`src/rtl/bubble_host_pkg.sv`:
```
// Shared types and default timing for the bubble-memory host reader.
// DOUT0 feeds the even bit of each packed cell pair, and DOUT1 feeds the odd bit.
package bubble_host_pkg;

    typedef enum logic [2:0] {
        ST_IDLE,
        ST_SETUP,
        ST_CELL,
        ST_TAIL,
        ST_FIN
    } state_t;

    localparam int unsigned DEF_SETUP_CYC   = 19;
    localparam int unsigned DEF_REP_LOW_CYC = 344;
    localparam int unsigned DEF_CELL_CYC    = 960;
    localparam int unsigned DEF_SAMPLE_OFF  = 700;
    localparam int unsigned DEF_TAIL_CYC    = 212;

    localparam bit DOUT0_EVEN = 1'b1;

    // Orders one cell's two samples into their packed bit positions.
    function automatic logic [1:0] cell_pair(input logic d0, input logic d1);
        return DOUT0_EVEN ? {d1, d0} : {d0, d1};
    endfunction

    function automatic int unsigned max_u(input int unsigned a, input int unsigned b);
        return (a > b) ? a : b;
    endfunction

endpackage

```
`src/rtl/bubble_host_packer.sv`:
```
// Packs two bits per cell, LSB-first, into bytes.
// It also flushes a zero-padded partial byte and counts the byte index.
module bubble_host_packer
    import bubble_host_pkg::*;
(
    input  logic        clk,
    input  logic        rst,
    input  logic        restart,
    input  logic        drop,
    input  logic        shift,
    input  logic        flush,
    input  logic        d0,
    input  logic        d1,
    output logic [7:0]  data_byte,
    output logic        data_valid,
    output logic [13:0] byte_index,
    output logic        data_partial
);

    logic [7:0] acc;
    logic [1:0] fill;
    logic [7:0] merged;

    always_comb begin
        // NOTE: every always_comb output is assigned on every path, so no latch is inferred.
        merged = acc | (8'(cell_pair(d0, d1)) << {fill, 1'b0});
    end

    // NOTE: sequential state uses <= so each flop samples pre-edge values regardless of statement order.
    always_ff @(posedge clk or posedge rst) begin
        if (rst) begin
            acc          <= '0;
            fill         <= '0;
            data_byte    <= '0;
            data_valid   <= 1'b0;
            byte_index   <= '0;
            data_partial <= 1'b0;
        end else begin
            data_valid   <= 1'b0;
            data_partial <= 1'b0;
            if (data_valid)
                byte_index <= byte_index + 14'd1;

            if (restart || drop) begin
                acc  <= '0;
                fill <= '0;
                if (restart)
                    byte_index <= '0;
            end else if (shift) begin
                if (fill == 2'd3) begin
                    data_byte  <= merged;
                    data_valid <= 1'b1;
                    acc        <= '0;
                    fill       <= '0;
                end else begin
                    acc  <= merged;
                    fill <= fill + 2'd1;
                end
            end else if (flush && fill != 2'd0) begin
                // The unfilled high bits of acc are already zero.
                data_byte    <= acc;
                data_valid   <= 1'b1;
                data_partial <= 1'b1;
                acc          <= '0;
                fill         <= '0;
            end
        end
    end

endmodule

```
`src/rtl/bubble_host_reader.sv`:
```
// Host-side bubble-memory access controller.
// It drives nBSEN, nREPEN and nBOOTEN, and samples DOUT0 and DOUT1 into bytes.
module bubble_host_reader
    import bubble_host_pkg::*;
#(
    parameter int unsigned SETUP_CYC   = DEF_SETUP_CYC,
    parameter int unsigned REP_LOW_CYC = DEF_REP_LOW_CYC,
    parameter int unsigned CELL_CYC    = DEF_CELL_CYC,
    parameter int unsigned SAMPLE_OFF  = DEF_SAMPLE_OFF,
    parameter int unsigned TAIL_CYC    = DEF_TAIL_CYC,
    parameter bit          DOUT_INVERT = 1'b1
) (
    input  logic        MCLK,
    input  logic        MRST,
    input  logic        start,
    input  logic        boot_mode,
    input  logic [15:0] cell_count,
    input  logic        abort,
    output logic        nBSEN,
    output logic        nREPEN,
    output logic        nBOOTEN,
    input  logic        DOUT0,
    input  logic        DOUT1,
    output logic [7:0]  data_byte,
    output logic        data_valid,
    output logic [13:0] byte_index,
    output logic        data_partial,
    output logic        busy,
    output logic        done,
    output logic        aborted
);

    localparam int PW = $clog2(CELL_CYC);
    localparam int TW = $clog2(max_u(SETUP_CYC, TAIL_CYC) + 1);

    localparam logic [PW-1:0] PH_LAST    = PW'(CELL_CYC - 1);
    localparam logic [PW-1:0] PH_SAMPLE  = PW'(SAMPLE_OFF);
    localparam logic [PW-1:0] PH_REP_END = PW'(REP_LOW_CYC - 1);
    localparam logic [TW-1:0] SETUP_LAST = TW'(SETUP_CYC - 1);
    localparam logic [TW-1:0] TAIL_LAST  = TW'(TAIL_CYC - 1);

    state_t        state;
    logic [PW-1:0] phase;
    logic [TW-1:0] timer;
    logic [15:0]   cell_idx;
    logic [15:0]   cell_cnt;
    logic          boot_lat;
    logic [1:0]    sync0;
    logic [1:0]    sync1;

    logic kill;
    logic last_cell;
    logic at_last_phase;
    logic shift;
    logic flush;
    logic restart;

    always_ff @(posedge MCLK or posedge MRST) begin
        if (MRST) begin
            sync0 <= '0;
            sync1 <= '0;
        end else begin
            sync0 <= {DOUT1, DOUT0};
            sync1 <= sync0;
        end
    end

    assign kill          = abort && (state inside {ST_SETUP, ST_CELL, ST_TAIL});
    assign at_last_phase = (phase == PH_LAST);
    assign last_cell     = (cell_idx == cell_cnt - 16'd1);
    // An abort in the same cycle as the sample or the exit discards the pending byte.
    assign shift         = (state == ST_CELL) && (phase == PH_SAMPLE) && !abort;
    assign flush         = (state == ST_CELL) && at_last_phase && last_cell && !abort;
    assign restart       = (state == ST_IDLE) && start;

    always_ff @(posedge MCLK or posedge MRST) begin
        if (MRST) begin
            state    <= ST_IDLE;
            phase    <= '0;
            timer    <= '0;
            cell_idx <= '0;
            cell_cnt <= '0;
            boot_lat <= 1'b0;
            nBSEN    <= 1'b1;
            nREPEN   <= 1'b1;
            nBOOTEN  <= 1'b1;
            busy     <= 1'b0;
            done     <= 1'b0;
            aborted  <= 1'b0;
        end else begin
            done <= 1'b0;
            if (kill) begin
                state   <= ST_FIN;
                nBSEN   <= 1'b1;
                nREPEN  <= 1'b1;
                nBOOTEN <= 1'b1;
                done    <= 1'b1;
                aborted <= 1'b1;
            end else begin
                case (state)
                    ST_IDLE: if (start) begin
                        cell_cnt <= cell_count;
                        boot_lat <= boot_mode;
                        aborted  <= 1'b0;
                        busy     <= 1'b1;
                        timer    <= '0;
                        if (cell_count == 16'd0) begin
                            state <= ST_FIN;
                            done  <= 1'b1;
                        end else begin
                            state   <= ST_SETUP;
                            nBSEN   <= 1'b0;
                            nBOOTEN <= !boot_mode;
                        end
                    end
                    ST_SETUP: begin
                        if (timer == SETUP_LAST) begin
                            state    <= ST_CELL;
                            phase    <= '0;
                            cell_idx <= '0;
                            nREPEN   <= 1'b0;
                        end else begin
                            timer <= timer + TW'(1);
                        end
                    end
                    ST_CELL: begin
                        if (at_last_phase) begin
                            if (last_cell) begin
                                state <= ST_TAIL;
                                timer <= '0;
                            end else begin
                                phase    <= '0;
                                cell_idx <= cell_idx + 16'd1;
                                // In page mode the replicator fires only in cell 0.
                                nREPEN   <= !boot_lat;
                            end
                        end else begin
                            phase <= phase + PW'(1);
                            if (phase == PH_REP_END)
                                nREPEN <= 1'b1;
                        end
                    end
                    ST_TAIL: begin
                        if (timer == TAIL_LAST) begin
                            state   <= ST_FIN;
                            done    <= 1'b1;
                            nBSEN   <= 1'b1;
                            nBOOTEN <= 1'b1;
                        end else begin
                            timer <= timer + TW'(1);
                        end
                    end
                    ST_FIN: begin
                        state <= ST_IDLE;
                        busy  <= 1'b0;
                    end
                    default: state <= ST_IDLE;
                endcase
            end
        end
    end

    bubble_host_packer u_packer (
        .clk          (MCLK),
        .rst          (MRST),
        .restart      (restart),
        .drop         (kill),
        .shift        (shift),
        .flush        (flush),
        .d0           (sync1[0] ^ DOUT_INVERT),
        .d1           (sync1[1] ^ DOUT_INVERT),
        .data_byte    (data_byte),
        .data_valid   (data_valid),
        .byte_index   (byte_index),
        .data_partial (data_partial)
    );

endmodule

```
`config.mk`:
```
export PLATFORM = sky130hd
export DESIGN_NAME = bubble_host_reader
export DESIGN_NICKNAME = d
export VERILOG_FILES = /design/src/rtl/bubble_host_pkg.sv /design/src/rtl/bubble_host_packer.sv /design/src/rtl/bubble_host_reader.sv
export SDC_FILE = /design/constraint.sdc
export NUM_CORES = 1
export LEC_CHECK = 0
export ABC_AREA = 1
export CAP_MARGIN = 20
export CELL_PAD_IN_SITES_DETAIL_PLACEMENT = 1
export CELL_PAD_IN_SITES_GLOBAL_PLACEMENT = 1
export CORE_UTILIZATION = 43
export CTS_CLUSTER_SIZE = 30
export DETAILED_ROUTE_END_ITERATION = 6
export GPL_TIMING_DRIVEN = 0
export HOLD_SLACK_MARGIN = 0.02
export PLACE_DENSITY = 0.77
export SYNTH_ARGS = -nofsm -noshare
export SYNTH_HDL_FRONTEND = slang
export SYNTH_SLANG_ARGS = --single-unit
```
`constraint.sdc`:
```
create_clock -name MCLK -period 3.7 [get_ports MCLK]
set_input_delay 0.555 -clock MCLK [delete_from_list [all_inputs] [get_ports MCLK]]
set_output_delay 0.555 -clock MCLK [all_outputs]
set_load 0.01 [all_outputs]
```
==> results of run 1 <==
[worst paths after layout]
check	endpoint	slack, ps
worst min-delay path	sync1[0]	350
worst max register to register	u_packer.data_byte[3]	1130
worst min register to register	sync1[0]	350
max in group asynchronous	nREPEN	2360
min in group asynchronous	timer[6]	630
worst max-delay path	u_packer.data_byte[3]	1130
[cell families after synthesis]
logic type,share of synthesized area [%]
flops,39.4
simple gates,40.3
fa+ha+maj,1.81
buf+inv,7.67
compound gates,6.24
xor+xnor,4.62
[power by group]
group / switching [mW] / internal, mW
clock network: 0.435 / 0.526
logic: 1.22 / 0.637
registers: 0.208 / 1.25
[synth_stat cells, types with 3 or more instances]
library cell | number | area share (%)
buf_2 | 3 | 0.24
clkbuf_1 | 6 | 0.36
dfstp_2 | 3 | 1.3
a21oi_1 | 14 | 1.1
o21ai_1 | 3 | 0.24
nand2_4 | 5 | 0.90
nand2_1 | 263 | 16
inv_2 | 13 | 0.78
or2_2 | 4 | 0.40
nand2_2 | 17 | 1.7
xnor2_1 | 6 | 0.84
nor2_4 | 9 | 1.6
nor3_1 | 15 | 1.2
xor2_1 | 25 | 3.5
nand4_1 | 16 | 1.6
dfrtp_1 | 95 | 38
ha_1 | 9 | 1.8
o21ai_0 | 34 | 2.7
buf_6 | 4 | 0.72
nor2_2 | 9 | 0.90
buf_4 | 3 | 0.36
o21ai_2 | 9 | 1.3
nand3b_1 | 8 | 0.96
nand3_1 | 75 | 6.0
nor2_1 | 93 | 5.6
nand3_2 | 5 | 0.80
inv_1 | 82 | 4.9
nor4_1 | 9 | 0.90
[worst reg2reg max path: stages (launching register included)]
cell and delay, ps:
dfrtp_1 380, inv_1 170, ha_1 270, inv_1 60, nand2_1 80, nand3_1 80
nand2_1 120, nand3_1 100, nor2_1 100, nand2_1 70, nor2_1 100, nand3_1 70
nor2_1 280, nand4_1 170, buf_4 220, nand2_4 110, nand2_1 70, nand2_1 70
[cell usage in the layout (no fill, tap or decap), types with 13 or more instances in the layout]
cell               n
o21ai_0           34
clkdlybuf4s50_1   52
dfrtp_1           95
nand4_1           16
xor2_1            25
a21oi_1           14
nand2_2           17
nand2_1          263
nor2_1            93
nand3_1           75
nor3_1            15
inv_2             13
inv_1             81
[state kept, by name (all words and copies together), names as in the netlist, 3 cells and up]
name                 flops
state                    3
u_packer.data_byte       8
cell_idx                16
timer                    8
u_packer.byte_index     14
phase                   10
cell_cnt                16
u_packer.acc             8
[metal layers]
| layer | part of all wire [%] | track usage (%) | wire length (um) |
|---|---|---|---|
| met1 | 42 | 29.8 | 7570 |
| met2 | 53 | 48.4 | 9530 |
| met3 | 2.6 | 4.14 | 462 |
| met4 | 1.9 | 7.62 | 345 |
| met5 | 0 | 0 | 0 |
[per-stage QoR]
step / util [%] / worst slack [ps] / power [mW] / hold slack (ps) / TNS [ps]
final: 52.2 / 1130 / 4.28 / 350 / 0
after global routing: 52.2 / 871 / 4.61 / 357 / 0
after CTS: 52.2 / 1120 / 4.33 / 352 / 0
after detailed placement: 50.1 / 854 / 3.35 / 336 / 0
after global placement: 49.9 / -1040 / 3.27 / 333 / -98780
after floorplan: - / 588 / 2.81 / 331 / 0
[layout make-up]
type                    instances  area [um^2]
fillers                      1816         6690
clock buffers                  10          229
multi-input cells             646         3300
plain buffers                  18          114
inverters                      97          367
clock inverters                 6         66.3
well taps                     180          225
repair buffers                 53          548
flip-flops and latches         98         2460
==> summary.txt, run 1 <==
Power
  • Leak pwr: 3.43 nW
  • Power per standard cell area: 586 mW/mm^2
  • Worst VDD drop: 0.000289 V

Route
  • DR pass1 iterations: 4
  • Detailed Route Iter0 Violations: 225
  • Post-DR wirelength/cell: 16.2 um
  • ANT nets after route: 0
  • Post-Route WL: 17900 um
  • Vias/cell: 5.19
  • Via count: 5754
  • # DRC: 0

Global route
  • Global Route Usage Sum: 25.8%
  • Initial antenna violation count: 0
  • Vias in the first global route: 5998
  • GRT overflow: 0
  • First-pass GRT wire length: 29700 um
  • Largest net degree at the start of global routing: 54

Hold path
  • Hold path depth: 0
  • Hold crit path type: register to register
  • Hold_sp: sync0[0]

Critical path
  • Worst setup EP type: register
  • Crit path cell chain: inv_1, ha_1, inv_1, nand2_1, nand3_1, nand2_1, nand3_1, nor2_1, nand2_1, nor2_1, nand3_1, nor2_1, nand4_1, buf_4, nand2_4, nand2_1, nand2_1
  • Critical R2R Launch: cell_cnt[0]
  • Crit-path leading delay family: simple AND/OR/NAND/NOR gates
  • Instance count on the critical path: 17
  • Cell mode on critical path: nand2_1
  • CP required: 3990 ps
  • CP Data Arrival Time: 2860 ps
  • Worst Reg-to-Reg Cells: 17
  • Critical-path top delay cell: dfrtp_1
  • CP peak stage delay: 380 ps
  • Worst path buffer plus inverter count: 3
  • Critical path peak fanout: 10
  • Worst Setup SP: cell_cnt[0]
  • Crit Path Category: register to register
  • Startpoint Class: register

Clock network
  • Clk root buf: clkbuf_16
  • CTS Hold Bufs: 0
  • Sink Count: 98
  • CTS tree: yes
  • Max clock buf depth: 2
  • Setup repair bufs after CTS: 0
  • CTS buffer count: 9
  • PostCTS Resize Cnt: 0
  • Clk Latency, worst-skew pair: 360 ps
  • Htree depth: 3
  • Clock Pin Slew Worst Setup and Hold Paths: 70 ps

Floorplanning
  • Die extent in x: 122 um
  • Die Area: 0.0150 mm^2
  • Num rows: 43
  • Chip height: 122 um
  • Initial Util: 44.6%
  • Core Region: 0.0140 mm^2
  • I/O pins: 53

Yosys
  • Main synth FF type: dfrtp_1
  • Distinct cells, synth: 45
  • Ys async rst share: 100%
  • Post-Synthesis Cells: 859
  • Synthesized area: 0.00623 mm^2
  • Sequential area share after synthesis: 39.4%
  • Avg Synthesized Cell Area: 7.26 um^2
  • Synth Net Count: 891
  • EDFF count, synth: 0
  • Synthesis-stage register bit count: 98
  • Count of yosys warnings during synthesis: 0

Final layout
  • Final Cell Area: 0.00730 mm^2
  • Finished Layout Cells: 1108
  • Layout area overhead: 17.2%
  • Antenna cells: 0
  • Ratio of cells with drive above 1 in the final layout: 11.7%
  • Final net count: 955

Outcome
  • Status: completed

Timing
  • Final Skew: 7.19 ps
  • Fin. max-slew vios: 0
  • Post-route minimum period: 2570 ps
  • RSZ-0062 raised after global routing: no
  • Setup violators final: 0
  • Fmax: 390 MHz
  • Worst slew margin: 38.9%
  • Tcrit/Tclk final: 69.4%
  • Worst Max-Slew Pin Slew: 914 ps
  • Final hold vios: 0

Place
  • Placed Instances: 1092
  • GPL Wtd Cong: 0.912
  • Input/output buffers: 52
  • Dpl hpwl: 14100 um
  • Post-DP Area: 0.00701 mm^2

Run
  • Max-Cap Viols: 0
Note: power is estimated with default switching activity, not from simulation.
==> run 2: changes to the inputs <==
--- a/config.mk
+++ b/config.mk
@@ -9,12 +9,12 @@
 export CAP_MARGIN = 20
 export CELL_PAD_IN_SITES_DETAIL_PLACEMENT = 1
 export CELL_PAD_IN_SITES_GLOBAL_PLACEMENT = 1
-export CORE_UTILIZATION = 43
+export CORE_UTILIZATION = 39
 export CTS_CLUSTER_SIZE = 30
 export DETAILED_ROUTE_END_ITERATION = 6
 export GPL_TIMING_DRIVEN = 0
 export HOLD_SLACK_MARGIN = 0.02
-export PLACE_DENSITY = 0.77
+export PLACE_DENSITY = 0.73
 export SYNTH_ARGS = -nofsm -noshare
 export SYNTH_HDL_FRONTEND = slang
 export SYNTH_SLANG_ARGS = --single-unit
==> constraint.sdc (replaced) <==
create_clock -name MCLK -period 2.3 [get_ports MCLK]
set_input_delay 0.345 -clock MCLK [delete_from_list [all_inputs] [get_ports MCLK]]
set_output_delay 0.345 -clock MCLK [all_outputs]
set_load 0.01 [all_outputs]
==> run 2 against run 1 <==
  * Via count increased by 3.3%
  * Combinational power is 90% higher
  * Global-route usage fell by 1.9 points
  * Sequential share of layout area decreased by 1.7 points
  * Power increased by 73%
  * Register-to-register slack got worse by 1100 ps
  * Setup slack worse by 1100 ps
  * Non-clock buffer count grew 22
  * Maximum frequency grew 12%
  * Utilization fell by 2.1 points
  * Clock skew increased by 3.2 ps
  * Critical path type unchanged
  * Largest cell class unchanged
==> summary.txt, run 2 (synthesis results as in run 1) <==
Outcome
  • Status: completed (unchanged)

Global route
  • Initial antenna violation count: 0 (unchanged)
  • Largest net degree at the start of global routing: 42 (was 54)
  • Global Route Usage Sum: 23.9% (was 25.8%)
  • GRT overflow: 0 (unchanged)
  • First-pass GRT wire length: 30800 um (was 29700 um)
  • Vias in the first global route: 6263 (was 5998)

Place
  • Post-DP Area: 0.00706 mm^2 (was 0.00701 mm^2)
  • Placed Instances: 1124 (was 1092)
  • Input/output buffers: 52 (unchanged)
  • GPL Wtd Cong: 0.878 (was 0.912)
  • Setup slack after placement: -400 ps (was 854 ps)
  • Dpl hpwl: 14200 um (was 14100 um)

Critical path
  • Crit-path leading delay family: simple AND/OR/NAND/NOR gates (unchanged)
  • Critical-path top delay cell: dfrtp_2 (was dfrtp_1)
  • Cell mode on critical path: nand2_4 (was nand2_1)
  • Startpoint Class: register (unchanged)
  • CP peak stage delay: 440 ps (was 380 ps)
  • CP Data Arrival Time: 2540 ps (was 2860 ps)
  • CP required: 2550 ps (was 3990 ps)
  • Crit Path Category: register to register (unchanged)
  • Worst path buffer plus inverter count: 2 (was 3)
  • Critical path peak fanout: 8 (was 10)
  • Worst setup EP type: register (unchanged)
  • Crit path cell chain: nor2_2, nand2_4, nor2_4, nand3b_1, nand2_1, nand2_1, inv_2, nand2_2, nor2_4, nand2_4, nand2_4, nand3_4, buf_12, nand2_2, o21ai_2 (was inv_1, ha_1, inv_1, nand2_1, nand3_1, nand2_1, nand3_1, nor2_1, nand2_1, nor2_1, nand3_1, nor2_1, nand4_1, buf_4, nand2_4, nand2_1, nand2_1)

Clock network
  • Clock Pin Slew Worst Setup and Hold Paths: 70 ps (about the same)
  • Sink Count: 98 (unchanged)
  • Clk root buf: clkbuf_16 (unchanged)
  • Htree depth: 3 (unchanged)
  • Clk Latency, worst-skew pair: 350 ps (was 360 ps)
  • CTS buffer count: 9 (unchanged)
  • CTS tree: yes (unchanged)
  • Max clock buf depth: 2 (unchanged)

Route
  • DR pass1 iterations: 4 (unchanged)
  • Via count: 5946 (was 5754)
  • Post-Route WL: 19000 um (was 17900 um)
  • ANT nets after route: 0 (unchanged)
  • Post-DR wirelength/cell: 16.4 um (was 16.2 um)
  • # DRC: 0 (unchanged)
  • Detailed Route Iter0 Violations: 249 (was 225)
  • Vias/cell: 5.12 (was 5.19)

Final layout
  • Antenna cells: 0 (unchanged)
  • Layout area overhead: 23.5% (was 17.2%)
  • Most frequent cells in the layout: nand2_1, dfrtp_1, nor2_1 (unchanged)
  • Finished Layout Cells: 1161 (was 1108)
  • Ratio of cells with drive above 1 in the final layout: 16.4% (was 11.7%)
  • Final Cell Area: 0.00769 mm^2 (was 0.00730 mm^2)
  • Final net count: 977 (was 955)
  • Fillers: 1950 (was 1816)
  • Leading cell type in the layout, fill and taps excluded: nand2_1 (unchanged)
  • Regs by FF count: cell_cnt (16), cell_idx (16), u_packer.byte_index (14) (unchanged)

Timing
  • RSZ-0062 raised after global routing: yes (was no)
  • Final hold vios: 0 (unchanged)
  • Fmax: 436 MHz (was 390 MHz)
  • Setup TNS: 0 ps (unchanged)
  • Setup violators final: 0 (unchanged)
  • Final Skew: 10.4 ps (was 7.19 ps)
  • Fin. max-slew vios: 0 (unchanged)
  • Post-route minimum period: 2290 ps (was 2570 ps)
  • Worst slew margin: 52.0% (was 38.9%)
  • Worst setup margin: 6.82 ps (was 1130 ps)
  • Tcrit/Tclk final: 99.7% (was 69.4%)
  • Worst Max-Slew Pin Slew: 716 ps (was 914 ps)

Power
  • Worst VDD drop: 0.000534 V (was 0.000289 V)
  • Power per standard cell area: 962 mW/mm^2 (was 586 mW/mm^2)
  • Leak pwr: 3.57 nW (was 3.43 nW)
  • Final Power: 7.40 mW (was 4.28 mW)

Floorplanning
  • Chip height: 128 um (was 122 um)
  • Core Region: 0.0154 mm^2 (was 0.0140 mm^2)
  • I/O pins: 53 (unchanged)
  • Die Area: 0.0165 mm^2 (was 0.0150 mm^2)
  • Initial Util: 40.5% (was 44.6%)
  • Num rows: 45 (was 43)
  • Die extent in x: 128 um (was 122 um)

Hold path
  • Hold crit path type: register to register (unchanged)

Run
  • Max-Cap Viols: 0 (unchanged)
[run 2: cell types whose count changed in the layout (fill, tap and decap cells not counted), sizes merged]
cell / delta
buf: +22
bufinv: -1
clkbuf: +1
clkinv: +1
inv: -1
[run 2: final timing paths]
path,start,endpoint,slack (ps),cells past startpoint
worst max-delay path,cell_cnt[2],timer[7],7,15
worst min-delay path,sync0[0],sync1[0],350,0
worst max register to register,cell_cnt[2],timer[7],7,15
worst min register to register,sync0[0],sync1[0],350,0
max in group asynchronous,MRST,nBOOTEN,960,4
min in group asynchronous,MRST,timer[6],430,2
[run 2: layout make-up]
class	instances	area, um^2	area share [%]
Timing Repair Buffer	75	739	9.61
Multi-Input combinational cell	646	3450	44.8
Inverter	97	368	4.78
Clock inverter	5	37.5	0.488
Sequential cell	98	2460	32.0
Clock buffer	11	243	3.15
Buffer	18	134	1.74
Tap cell	211	264	3.43
[run 2: where the power goes]
part	internal, mW	leakage, nW	switching, mW
Sequential	2.02	1.31	0.371
Clock	0.769	0.132	0.704
Combinational	1.34	2.13	2.20
Total	4.12	3.57	3.28
[run 2: worst reg2reg max path, stage by stage, from the launching register on]
cell and delay, ps:
dfrtp_2 440, nor2_2 150, nand2_4 120, nor2_4 220
nand3b_1 110, nand2_1 110, nand2_1 80, inv_2 70
nand2_2 60, nor2_4 190, nand2_4 90, nand2_4 70
nand3_4 170, buf_12 220, nand2_2 50, o21ai_2 50
[run 2: per-stage QoR]
step,hold WS (ps),utilization (%)
2_1_floorplan,331,-
3_3_place_gp,332,45.7
3_5_place_dp,336,45.9
4_1_cts,353,48.9
5_1_grt,367,50.1
6_report,353,50.1
[run 2: routing by layer]
layer / up-vias / routed length (um) / global-route usage, %
li1: 2906 / - / -
met1: 2953 / 8040 / 27.7
met2: 67 / 10300 / 45.8
met3: 20 / 406 / 2.54
met4: 0 / 294 / 7.34
met5: - / 0 / 0
[run 2: repair_timing]
action / 4_1_cts / 5_1_grt
resized for setup: 20 / 32
setup endpoints to repair: 77 / 52
gates cloned: 1 / 2
hold buffers: 0 / 0
buffers inserted: 8 / 10
pin swaps: 5 / 9
